`src/rtl/db_req_arb_if.sv`:
```
// Request, DB issue/result and response signals of the two-port DB lookup arbiter.
// master = requester/DB side, slave = arbiter side.
interface db_req_arb_if #(
  parameter int KEY_SIZE  = 96,
  parameter int FLAG_SIZE = 4
);
  logic                 req0_valid;
  logic                 req0_ready;
  logic [KEY_SIZE-1:0]  req0_key;
  logic [FLAG_SIZE-1:0] req0_flag;
  logic                 req1_valid;
  logic                 req1_ready;
  logic [KEY_SIZE-1:0]  req1_key;
  logic [FLAG_SIZE-1:0] req1_flag;
  logic                 db_valid;
  logic [KEY_SIZE-1:0]  db_key;
  logic [FLAG_SIZE-1:0] db_flag;
  logic                 db_out_valid;
  logic [FLAG_SIZE-1:0] db_out_flag;
  logic                 rsp0_valid;
  logic                 rsp1_valid;
  logic [FLAG_SIZE-1:0] rsp_flag;

  modport master (
    output req0_valid, req0_key, req0_flag,
    output req1_valid, req1_key, req1_flag,
    input  req0_ready, req1_ready,
    input  db_valid, db_key, db_flag,
    output db_out_valid, db_out_flag,
    input  rsp0_valid, rsp1_valid, rsp_flag
  );

  modport slave (
    input  req0_valid, req0_key, req0_flag,
    input  req1_valid, req1_key, req1_flag,
    output req0_ready, req1_ready,
    output db_valid, db_key, db_flag,
    input  db_out_valid, db_out_flag,
    output rsp0_valid, rsp1_valid, rsp_flag
  );
endinterface

```
`src/rtl/db_req_arb.sv`:
```
// Two-port round-robin arbiter onto the DB lookup path with credit limit and in-order tag return.
// Optional per-port grant counters enabled by macro ARB_STATS_EN.
module db_req_arb #(
  parameter int KEY_SIZE  = 96,
  parameter int FLAG_SIZE = 4,
  parameter int MAX_OUT   = 8,
  parameter int CNT_W     = 32
) (
  input  logic                     clk,
  input  logic                     rst,
  db_req_arb_if.slave              bus,
  output logic [$clog2(MAX_OUT):0] outstanding,
  output logic                     err_spurious,
  output logic [CNT_W-1:0]         grant_cnt0,
  output logic [CNT_W-1:0]         grant_cnt1
);
  localparam int PTR_W = $clog2(MAX_OUT);
  localparam int OUT_W = PTR_W + 1;

  logic             rr_last;   // port granted most recently
  logic             credit;
  logic             empty;
  logic             grant0;
  logic             grant1;
  logic             push;
  logic             pop;
  logic             tag_mem [MAX_OUT];
  logic [PTR_W-1:0] wr_ptr;
  logic [PTR_W-1:0] rd_ptr;

  assign credit = outstanding < OUT_W'(MAX_OUT);
  assign empty  = (outstanding == '0);

  // Ready is gated by rst so all outputs read 0 while reset is held.
  always_comb begin
    grant0 = 1'b0;
    grant1 = 1'b0;
    if (!rst && credit) begin
      if (bus.req0_valid && (!bus.req1_valid || rr_last))
        grant0 = 1'b1;
      else if (bus.req1_valid)
        grant1 = 1'b1;
    end
  end

  assign bus.req0_ready = grant0;
  assign bus.req1_ready = grant1;
  assign push = grant0 | grant1;
  assign pop  = bus.db_out_valid & ~empty;

  always_ff @(posedge clk) begin
    if (push)
      tag_mem[wr_ptr] <= grant1;
  end

  always_ff @(posedge clk) begin
    if (rst) begin
      rr_last      <= 1'b1;
      bus.db_valid <= 1'b0;
      bus.db_key   <= '0;
      bus.db_flag  <= '0;
      wr_ptr       <= '0;
      rd_ptr       <= '0;
      outstanding  <= '0;
      bus.rsp0_valid <= 1'b0;
      bus.rsp1_valid <= 1'b0;
      bus.rsp_flag <= '0;
      err_spurious <= 1'b0;
    end else begin
      bus.db_valid <= push;
      if (push) begin
        rr_last     <= grant1;
        bus.db_key  <= grant1 ? bus.req1_key  : bus.req0_key;
        bus.db_flag <= grant1 ? bus.req1_flag : bus.req0_flag;
        wr_ptr      <= wr_ptr + PTR_W'(1);
      end

      bus.rsp0_valid <= pop & ~tag_mem[rd_ptr];
      bus.rsp1_valid <= pop &  tag_mem[rd_ptr];
      if (pop) begin
        bus.rsp_flag <= bus.db_out_flag;
        rd_ptr       <= rd_ptr + PTR_W'(1);
      end

      case ({push, pop})
        2'b10:   outstanding <= outstanding + OUT_W'(1);
        2'b01:   outstanding <= outstanding - OUT_W'(1);
        default: outstanding <= outstanding;
      endcase

      if (bus.db_out_valid && empty)
        err_spurious <= 1'b1;
    end
  end

`ifdef ARB_STATS_EN
  always_ff @(posedge clk) begin
    if (rst) begin
      grant_cnt0 <= '0;
      grant_cnt1 <= '0;
    end else begin
      if (grant0) grant_cnt0 <= grant_cnt0 + CNT_W'(1);
      if (grant1) grant_cnt1 <= grant_cnt1 + CNT_W'(1);
    end
  end
`else
  assign grant_cnt0 = '0;
  assign grant_cnt1 = '0;
`endif

endmodule
```
`src/flat_wrapper.sv`:
```
// flat-port wrapper written by rule: the top's interface ports become plain ports
module db_req_arb_flat 
#(
  parameter int KEY_SIZE  = 96,
  parameter int FLAG_SIZE = 4,
  parameter int MAX_OUT   = 8,
  parameter int CNT_W     = 32
)
  (clk, rst, outstanding, err_spurious, grant_cnt0, grant_cnt1, bus_req0_valid, bus_req0_key, bus_req0_flag, bus_req1_valid, bus_req1_key, bus_req1_flag, bus_req0_ready, bus_req1_ready, bus_db_valid, bus_db_key, bus_db_flag, bus_db_out_valid, bus_db_out_flag, bus_rsp0_valid, bus_rsp1_valid, bus_rsp_flag);
  db_req_arb_if #(.KEY_SIZE(KEY_SIZE), .FLAG_SIZE(FLAG_SIZE)) bus_i ();
  input  logic clk;
  input  logic rst;
  output logic [$clog2(MAX_OUT):0] outstanding;
  output logic err_spurious;
  output logic [CNT_W-1:0] grant_cnt0;
  output logic [CNT_W-1:0] grant_cnt1;
  input wire logic [$bits(bus_i.req0_valid)-1:0] bus_req0_valid;
  input wire logic [$bits(bus_i.req0_key)-1:0] bus_req0_key;
  input wire logic [$bits(bus_i.req0_flag)-1:0] bus_req0_flag;
  input wire logic [$bits(bus_i.req1_valid)-1:0] bus_req1_valid;
  input wire logic [$bits(bus_i.req1_key)-1:0] bus_req1_key;
  input wire logic [$bits(bus_i.req1_flag)-1:0] bus_req1_flag;
  output wire logic [$bits(bus_i.req0_ready)-1:0] bus_req0_ready;
  output wire logic [$bits(bus_i.req1_ready)-1:0] bus_req1_ready;
  output wire logic [$bits(bus_i.db_valid)-1:0] bus_db_valid;
  output wire logic [$bits(bus_i.db_key)-1:0] bus_db_key;
  output wire logic [$bits(bus_i.db_flag)-1:0] bus_db_flag;
  input wire logic [$bits(bus_i.db_out_valid)-1:0] bus_db_out_valid;
  input wire logic [$bits(bus_i.db_out_flag)-1:0] bus_db_out_flag;
  output wire logic [$bits(bus_i.rsp0_valid)-1:0] bus_rsp0_valid;
  output wire logic [$bits(bus_i.rsp1_valid)-1:0] bus_rsp1_valid;
  output wire logic [$bits(bus_i.rsp_flag)-1:0] bus_rsp_flag;
  assign bus_i.req0_valid = bus_req0_valid;
  assign bus_i.req0_key = bus_req0_key;
  assign bus_i.req0_flag = bus_req0_flag;
  assign bus_i.req1_valid = bus_req1_valid;
  assign bus_i.req1_key = bus_req1_key;
  assign bus_i.req1_flag = bus_req1_flag;
  assign bus_req0_ready = bus_i.req0_ready;
  assign bus_req1_ready = bus_i.req1_ready;
  assign bus_db_valid = bus_i.db_valid;
  assign bus_db_key = bus_i.db_key;
  assign bus_db_flag = bus_i.db_flag;
  assign bus_i.db_out_valid = bus_db_out_valid;
  assign bus_i.db_out_flag = bus_db_out_flag;
  assign bus_rsp0_valid = bus_i.rsp0_valid;
  assign bus_rsp1_valid = bus_i.rsp1_valid;
  assign bus_rsp_flag = bus_i.rsp_flag;
  db_req_arb #(.KEY_SIZE(KEY_SIZE), .FLAG_SIZE(FLAG_SIZE), .MAX_OUT(MAX_OUT), .CNT_W(CNT_W)) u_core (.clk(clk), .rst(rst), .bus(bus_i), .outstanding(outstanding), .err_spurious(err_spurious), .grant_cnt0(grant_cnt0), .grant_cnt1(grant_cnt1));
endmodule
```
`config.mk`:
```
export PLATFORM = sky130hd
export DESIGN_NAME = db_req_arb_flat
export DESIGN_NICKNAME = d
export VERILOG_FILES = /design/src/rtl/db_req_arb_if.sv /design/src/rtl/db_req_arb.sv /design/src/flat_wrapper.sv
export SDC_FILE = /design/constraint.sdc
export NUM_CORES = 1
export LEC_CHECK = 0
export BUFFER_PORTS_ARGS = -buffer_cell sky130_fd_sc_hd__buf_2
export CAP_MARGIN = 20
export CORE_AREA = 5 5 146 148
export CTS_BUF_LIST = sky130_fd_sc_hd__clkbuf_4
export DETAILED_ROUTE_END_ITERATION = 8
export DIE_AREA = 0 0 151 153
export SYNTH_ARGS = -nofsm -noshare
export SYNTH_HDL_FRONTEND = slang
export SYNTH_SLANG_ARGS = --single-unit
```
`constraint.sdc`:
```
create_clock -name clk -period 4.8 [get_ports clk]
set_clock_uncertainty 0.15 [all_clocks]
set_input_delay 0.96 -clock clk [delete_from_list [all_inputs] [get_ports clk]]
set_output_delay 0.96 -clock clk [all_outputs]
set_load 0.03 [all_outputs]
```
==> metrics, run 1 <==
first-pass GRT wire length=25000 um; total count of max-transition violations in the final report=0; highest-count cells in the layout ignoring fill and taps=sky130_fd_sc_hd__buf_2, sky130_fd_sc_hd__dfxtp_1, sky130_fd_sc_hd__nor2_1; footprint of the multi-input gates=2920 sq um; Power Density=423 nW/um^2; maximum buffer depth of the clock tree=2; fraction of layout instances using a drive strength above 1=0.390; fraction of met3 tracks used by global routing=0.0483; Worst-Margin Slew=0.821 ns; mean post-synth cell area=9.81 sq um; latest clock arrival within the worst-skew pair=0.51 ns; die footprint=23100 sq um; Filler cells=2081; Die X=151 um; root buf cell=sky130_fd_sc_hd__clkbuf_4; grt peak-use layer=met2; startpoint type of the worst setup path=input port; global-route met1 utilization=0.162; Clock transition at path regs=0.14 ns; reported max-cap violation count=0; number of distinct standard cells referenced by the synthesized netlist=35; # setup viols final=0; critical path capture point type=output pin; total area of sequential cells=2680 sq um; required time of the critical path=3.69 ns; number of buffer and inverter stages on the critical path=3; vertical die dimension=153 um; Seq/Total Area, Yosys=0.435; leakage power summed over all cells=4.22 nW; setup repair after global routing missed its margin=no; routability-driven placement congestion ratio=0.726; DRT iter0 DRCs=190; number of flops mapped to enable cells by yosys=8; accumulated negative setup slack=0 ns; placeable core region=19900 sq um; kind of cell with the highest combined delay on the critical path=buffers and inverters; filler-free cell count of the finished design=1207; post-layout net count=1137; predominant post-synthesis flop cell=sky130_fd_sc_hd__dfxtp_1; via count of the first global-routing pass=4821; initial antenna violation count=1; starting density of the core=0.310; maximum number of pins on one net before global-route repair=205; data arrival time of the critical path=1.79 ns; number of standard cells after synthesis=629; share of the clock period used by the worst path after layout=0.604; minimum hold slack=0.316 ns; I/O pin count=387; # Post-CTS Setup Buffers=0; Post-Place Cells=1174; overall power after layout=3.34 mW; # hold bufs at CTS=0; DR vias=5210; Area Growth Syn to Fin=27.8%; Max FO, Critical Path=9; CTS H-tree depth=4; Post-DP HPWL=12400 um; WS Path Type=in -> out; cts bufs inserted=17; Rel. slew slack=0.453; global routing usage on met2=0.223; YS warnings=0; number of storage elements in the synthesis netlist=130; leading cell type in the layout, fill and taps excluded=sky130_fd_sc_hd__buf_2; critical path's slowest cell=sky130_fd_sc_hd__buf_2; minimum clock period after layout=2.90 ns; ANT nets after route=0; class of the most critical hold timing path=reg -> reg; clock tree from TritonCTS=built; number of detailed-routing iterations run before antenna repair=4; maximum vdd drop=248 uV; crit-path cells=buf_4 -> nor2_4 -> nand3_4 -> inv_1 -> buf_2; total gr overflow=0; final count of hold timing violations=0; number of instances resized during post-cts repair=0; result of the run=finished clean; drt via density=4.32; ys async rst share=0; Achievable Freq=345 MHz; routed wire length per instance=13.9 um; total routed wirelength=16800 um; # rows=52; CP peak stage delay=0.25 ns; Port Buffer Count=322; GRT Resource Usage Total=0.134; post-detailed-route DRC marker count=0; number of sinks on the clock net=130; Cell Area, Synth=6170 sq um
per-layer routing:
metal | routed length [um] | share of wire
met4 | 214 | 0.013
met3 | 1830 | 0.11
met2 | 7880 | 0.47
met1 | 6850 | 0.41
met5 | 0 | 0
cell usage after synthesis, types with 2 or more instances:
cell type                  count  area share
sky130_fd_sc_hd__ha_1          5       0.010
sky130_fd_sc_hd__nor3b_1       3      0.0036
sky130_fd_sc_hd__xnor2_1       2      0.0028
sky130_fd_sc_hd__buf_2        19       0.015
sky130_fd_sc_hd__mux4_2        2      0.0073
sky130_fd_sc_hd__nor4_1        2      0.0020
sky130_fd_sc_hd__inv_1         2      0.0012
sky130_fd_sc_hd__inv_2         2      0.0012
sky130_fd_sc_hd__clkbuf_1     14      0.0085
sky130_fd_sc_hd__nor2b_1       2      0.0020
sky130_fd_sc_hd__dfxtp_1     122        0.40
sky130_fd_sc_hd__nor2_1      110       0.067
sky130_fd_sc_hd__mux2i_1     102        0.17
sky130_fd_sc_hd__buf_6        15       0.027
sky130_fd_sc_hd__xor2_1        5      0.0071
sky130_fd_sc_hd__nor4b_1       2      0.0028
sky130_fd_sc_hd__a21oi_1      11      0.0089
sky130_fd_sc_hd__a211oi_1    100        0.12
sky130_fd_sc_hd__nor3_1        3      0.0024
sky130_fd_sc_hd__o21ai_0       3      0.0024
sky130_fd_sc_hd__nand2_1      18       0.011
sky130_fd_sc_hd__buf_4        65       0.079
sky130_fd_sc_hd__edfxtp_1      8       0.039
cell type report:
type / count / area share
Antenna cell: 1 / 0.000317
Clock buffer: 18 / 0.0171
Clock inverter: 14 / 0.0166
Inverter: 4 / 0.00190
Multi-Input combinational cell: 444 / 0.370
Sequential cell: 130 / 0.340
Tap cell: 270 / 0.0428
Timing Repair Buffer: 326 / 0.211
metrics by stage:
step	setup slack, ns	utilization	area [sq um]
4_1_cts	1.88	0.396	7890
3_3_place_gp	1.81	0.383	7620
5_1_grt	1.78	0.396	7890
3_5_place_dp	1.76	0.383	7620
2_1_floorplan	1.78	-	6410
6_report	1.90	0.396	7890
worst reg2reg max path: cells and delay by family, from the launching register on:
kind / cells / cell delay (ns)
multiplexers: 1 / 0.34
AO/OA/AOI/OAI: 2 / 0.19
AND/OR/NAND/NOR: 3 / 0.98
buffers and inverters: 1 / 0.15
adder cells (fa/ha/maj): 1 / 0.41
flip-flops: 1 / 0.38
final timing paths:
check,start,end,slack [ns],cells after the start
worst max-delay path,rst,bus_req1_ready,1.90,5
worst min-delay path,u_core.bus.rsp_flag[1],u_core.bus.rsp_flag[1],0.32,2
worst max register to register,u_core.outstanding[3],u_core.outstanding[3],2.09,8
worst min register to register,u_core.bus.rsp_flag[1],u_core.bus.rsp_flag[1],0.32,2
sequential cells by signal (all words and copies together) (netlist names), 3 cells and up, named ones only:
name	flops
u_core.outstanding	4
u_core.bus.db_key	96
u_core.tag_mem	8
u_core.bus.db_flag	4
u_core.bus.rsp_flag	4
u_core.rd_ptr	3
u_core.wr_ptr	3
power by group:
part,internal (mW),switching (mW),total (mW)
Combinational,0.428,0.830,1.26
Clock,0.269,0.438,0.707
Sequential,1.27,0.109,1.38
Total,1.96,1.38,3.34
kinds of logic after synthesis:
group	after synthesis	share of synthesized area
other cells	1	0.000607
xor+xnor	7	0.00993
simple gates	146	0.100
mux	105	0.175
compound gates	117	0.137
flops	130	0.435
buf+inv	118	0.133
fa+ha+maj	5	0.0101
Power figures use the tool's default switching activity.
==> inputs of run 2 (changes only) <==
Settings changed: ABC_AREA set to 1, CORE_AREA 5 5 146 148 to 5 5 149 151, DIE_AREA 0 0 151 153 to 0 0 154 156.
Clock period 4.8 ns to 2.84 ns, I/O delays scaled along.
==> metrics, run 2 <==
launch point of the worst reg-to-reg path=u_core.outstanding[3]; required time of the critical path=2.12 ns (-1.57 ns); startpoint type of the worst setup path=register; critical path capture point type=output pin; cts bufs inserted=17 (unchanged); Clock transition at path regs=0.13 ns (about the same); setup repair after global routing missed its margin=no; share of the clock period used by the worst path after layout=0.852; number of instances resized during post-cts repair=0 (unchanged); data arrival time of the critical path=1.70 ns (-0.09 ns); accumulated negative setup slack=0 ns (unchanged); crit-path cells=nor2_2 -> nand2_1 -> inv_1 -> buf_2; Max FO, Critical Path=4 (-5); most area-consuming cells after synthesis=sky130_fd_sc_hd__dfxtp_1, sky130_fd_sc_hd__o21ai_0, sky130_fd_sc_hd__a21oi_1; first-pass GRT wire length=28900 um (+16%); minimum clock period after layout=2.42 ns; Min-Delay Endpoint=u_core.bus.rsp_flag[0]; Filler cells=2207 (+6.1%); fraction of layout instances using a drive strength above 1=0.310 (-0.0800); # Post-CTS Setup Buffers=0 (unchanged); footprint of the multi-input gates=2660 sq um (-8.9%); Achievable Freq=414 MHz; final cell area excluding filler cells=8140 sq um (+3.2%); CTS H-tree depth=4 (unchanged); number of storage elements in the synthesis netlist=130 (unchanged); die footprint=24000 sq um (+4.0%); routed wire length per instance=12.6 um (-9.1%); drt via density=4.28 (-0.94%); starting density of the core=0.308 (-0.00160); Area Growth Syn to Fin=27.6%; Seq/Total Area, Yosys=0.420 (-0.0142); initial antenna violation count=2 (+1); total routed wirelength=18400 um (+10%); DR vias=6243 (+20%); critical path's slowest cell=sky130_fd_sc_hd__dfxtp_1; result of the run=finished clean; I/O pin count=387 (unchanged); number of standard cells after synthesis=878 (+40%); # rows=53 (+1.9%); mean post-synth cell area=7.27 sq um (-26%); destination of the worst register-to-register timing path=u_core.bus.db_key[48]; final count of hold timing violations=0 (unchanged); predominant post-synthesis flop cell=sky130_fd_sc_hd__dfxtp_1; GRT Resource Usage Total=0.146 (+0.0122); number of detailed-routing iterations run before antenna repair=5 (+1); Power Density=759 nW/um^2 (+79%); Rel. slew slack=0.547 (+0.0943); YS warnings=0 (unchanged); count of cells along the worst hold path=3 (+1); total gr overflow=0 (unchanged); reported max-cap violation count=0 (unchanged); worst-case reg-to-reg path depth=7 (-1); placeable core region=20700 sq um (+3.9%); number of flip-flops under the largest register name=96 (unchanged); Die X=154 um (+2.0%); core occupancy in the finished layout=0.394 (-0.00293); root buf cell=sky130_fd_sc_hd__clkbuf_4; maximum number of pins on one net before global-route repair=117 (-43%); total area of sequential cells=2680 sq um (unchanged); CP peak stage delay=0.40 ns (+0.15 ns); routability-driven placement congestion ratio=0.815 (+12%); worst-case register-to-register setup slack=0.53 ns (-1.56 ns); latest clock arrival within the worst-skew pair=0.52 ns (about the same); ys async rst share=0 (unchanged); Port Buffer Count=322 (unchanged); Regs by FF count=u_core.bus.db_key x96, u_core.tag_mem x8; highest-count cells in the layout ignoring fill and taps=sky130_fd_sc_hd__buf_2, sky130_fd_sc_hd__o21ai_0, sky130_fd_sc_hd__nand2_1; number of sinks on the clock net=130 (unchanged); overall power after layout=6.18 mW (+85%); hold path startpoint=bus_db_out_flag[0]; clock tree from TritonCTS=built; Synth top cells by count=sky130_fd_sc_hd__o21ai_0, sky130_fd_sc_hd__nand2_1, sky130_fd_sc_hd__dfxtp_1, sky130_fd_sc_hd__inv_1, sky130_fd_sc_hd__a21oi_1; most instantiated library cell after synthesis=sky130_fd_sc_hd__o21ai_0; vertical die dimension=156 um (+2.0%); number of distinct standard cells referenced by the synthesized netlist=26 (-26%); leading cell type in the layout, fill and taps excluded=sky130_fd_sc_hd__buf_2; WS Path Type=reg -> out; maximum vdd drop=303 uV (+22%); maximum buffer depth of the clock tree=2 (unchanged); Worst-Margin Slew=0.680 ns (-0.141 ns); Post-DP HPWL=13900 um (+13%); ANT nets after route=0 (unchanged); post-layout net count=1385 (+22%); Cell Area, Synth=6380 sq um (+3.4%); area share of the largest cell type after synthesis=0.383 (-0.0130); # setup viols final=0 (unchanged); via count of the first global-routing pass=5898 (+22%); register with the highest flop count=u_core.bus.db_key; # hold bufs at CTS=0 (unchanged); cell type with the highest aggregate area in the netlist=sky130_fd_sc_hd__dfxtp_1; DRT iter0 DRCs=276 (+45%); cell area after placement=7870 sq um (+3.2%); class of the most critical hold timing path=in -> reg; leakage power summed over all cells=4.53 nW (+7.3%); total count of max-transition violations in the final report=0 (unchanged); number of flops mapped to enable cells by yosys=8 (unchanged); post-detailed-route DRC marker count=0 (unchanged)
run 2: kinds of logic (layout without fill, tap and decap cells):
group                      after synthesis  in the layout  synth area share
buffers and inverters                  243            486             0.204
and+or+nand+nor                        166            166             0.101
adders and majority gates                5              5           0.00980
other                                    1             65          0.000588
DFF                                    130            130             0.420
AOI/OAI and AO/OA                      330            330             0.261
xor gates and xnor gates                 3              3           0.00412
run 2: worst max path at each step:
stage	slack (ns)	to	start	depth (start not counted)
after CTS	0.34	bus_req0_ready	u_core.outstanding[3]	4
after global placement	0.27	u_core.outstanding[2]	rst	13
final	0.42	bus_req0_ready	u_core.outstanding[3]	4
after floorplan	0.45	u_core.outstanding[2]	bus_req1_valid	14
after detailed placement	0.24	u_core.outstanding[2]	rst	14
after global routing	0.29	bus_req0_ready	u_core.outstanding[3]	4
run 2: final cells by class:
cell class,count,share of cell area
diodes,1,0.000307
clock buffers,17,0.0157
clock inverters,15,0.0177
inverters,122,0.0562
multi-input cells,568,0.327
flip-flops and latches,130,0.329
well taps,275,0.0423
repair buffers,332,0.212
run 2: metrics by stage:
step	std cells	setup slack, ns	hold slack, ns
floorplan	941	0.455	0.298
CTS	1459	0.343	0.0527
finish	1460	0.422	0.134
global route	1460	0.287	0.102
detailed placement	1427	0.236	0.308
global placement	1427	0.268	0.310
run 2: critical path: cells and delay by family (launching register included):
family                 cells  cell delay, ns
buffers and inverters      2            0.32
DFF                        1            0.40
and+or+nand+nor            2            0.46
run 2: routing by layer:
metal / track usage / part of all wire / up-vias
li1: - / - / 3312
met1: 0.169 / 0.39 / 2669
met2: 0.253 / 0.49 / 240
met3: 0.0552 / 0.10 / 20
met4: 0.0446 / 0.012 / 2
met5: 0 / 0.00038 / -
run 2: power by group:
group	leakage, nW	switching [mW]	total (mW)	internal, mW
Clock	0.140	0.780	1.24	0.459
Sequential	1.08	0.198	2.41	2.21
Combinational	3.31	1.78	2.53	0.752
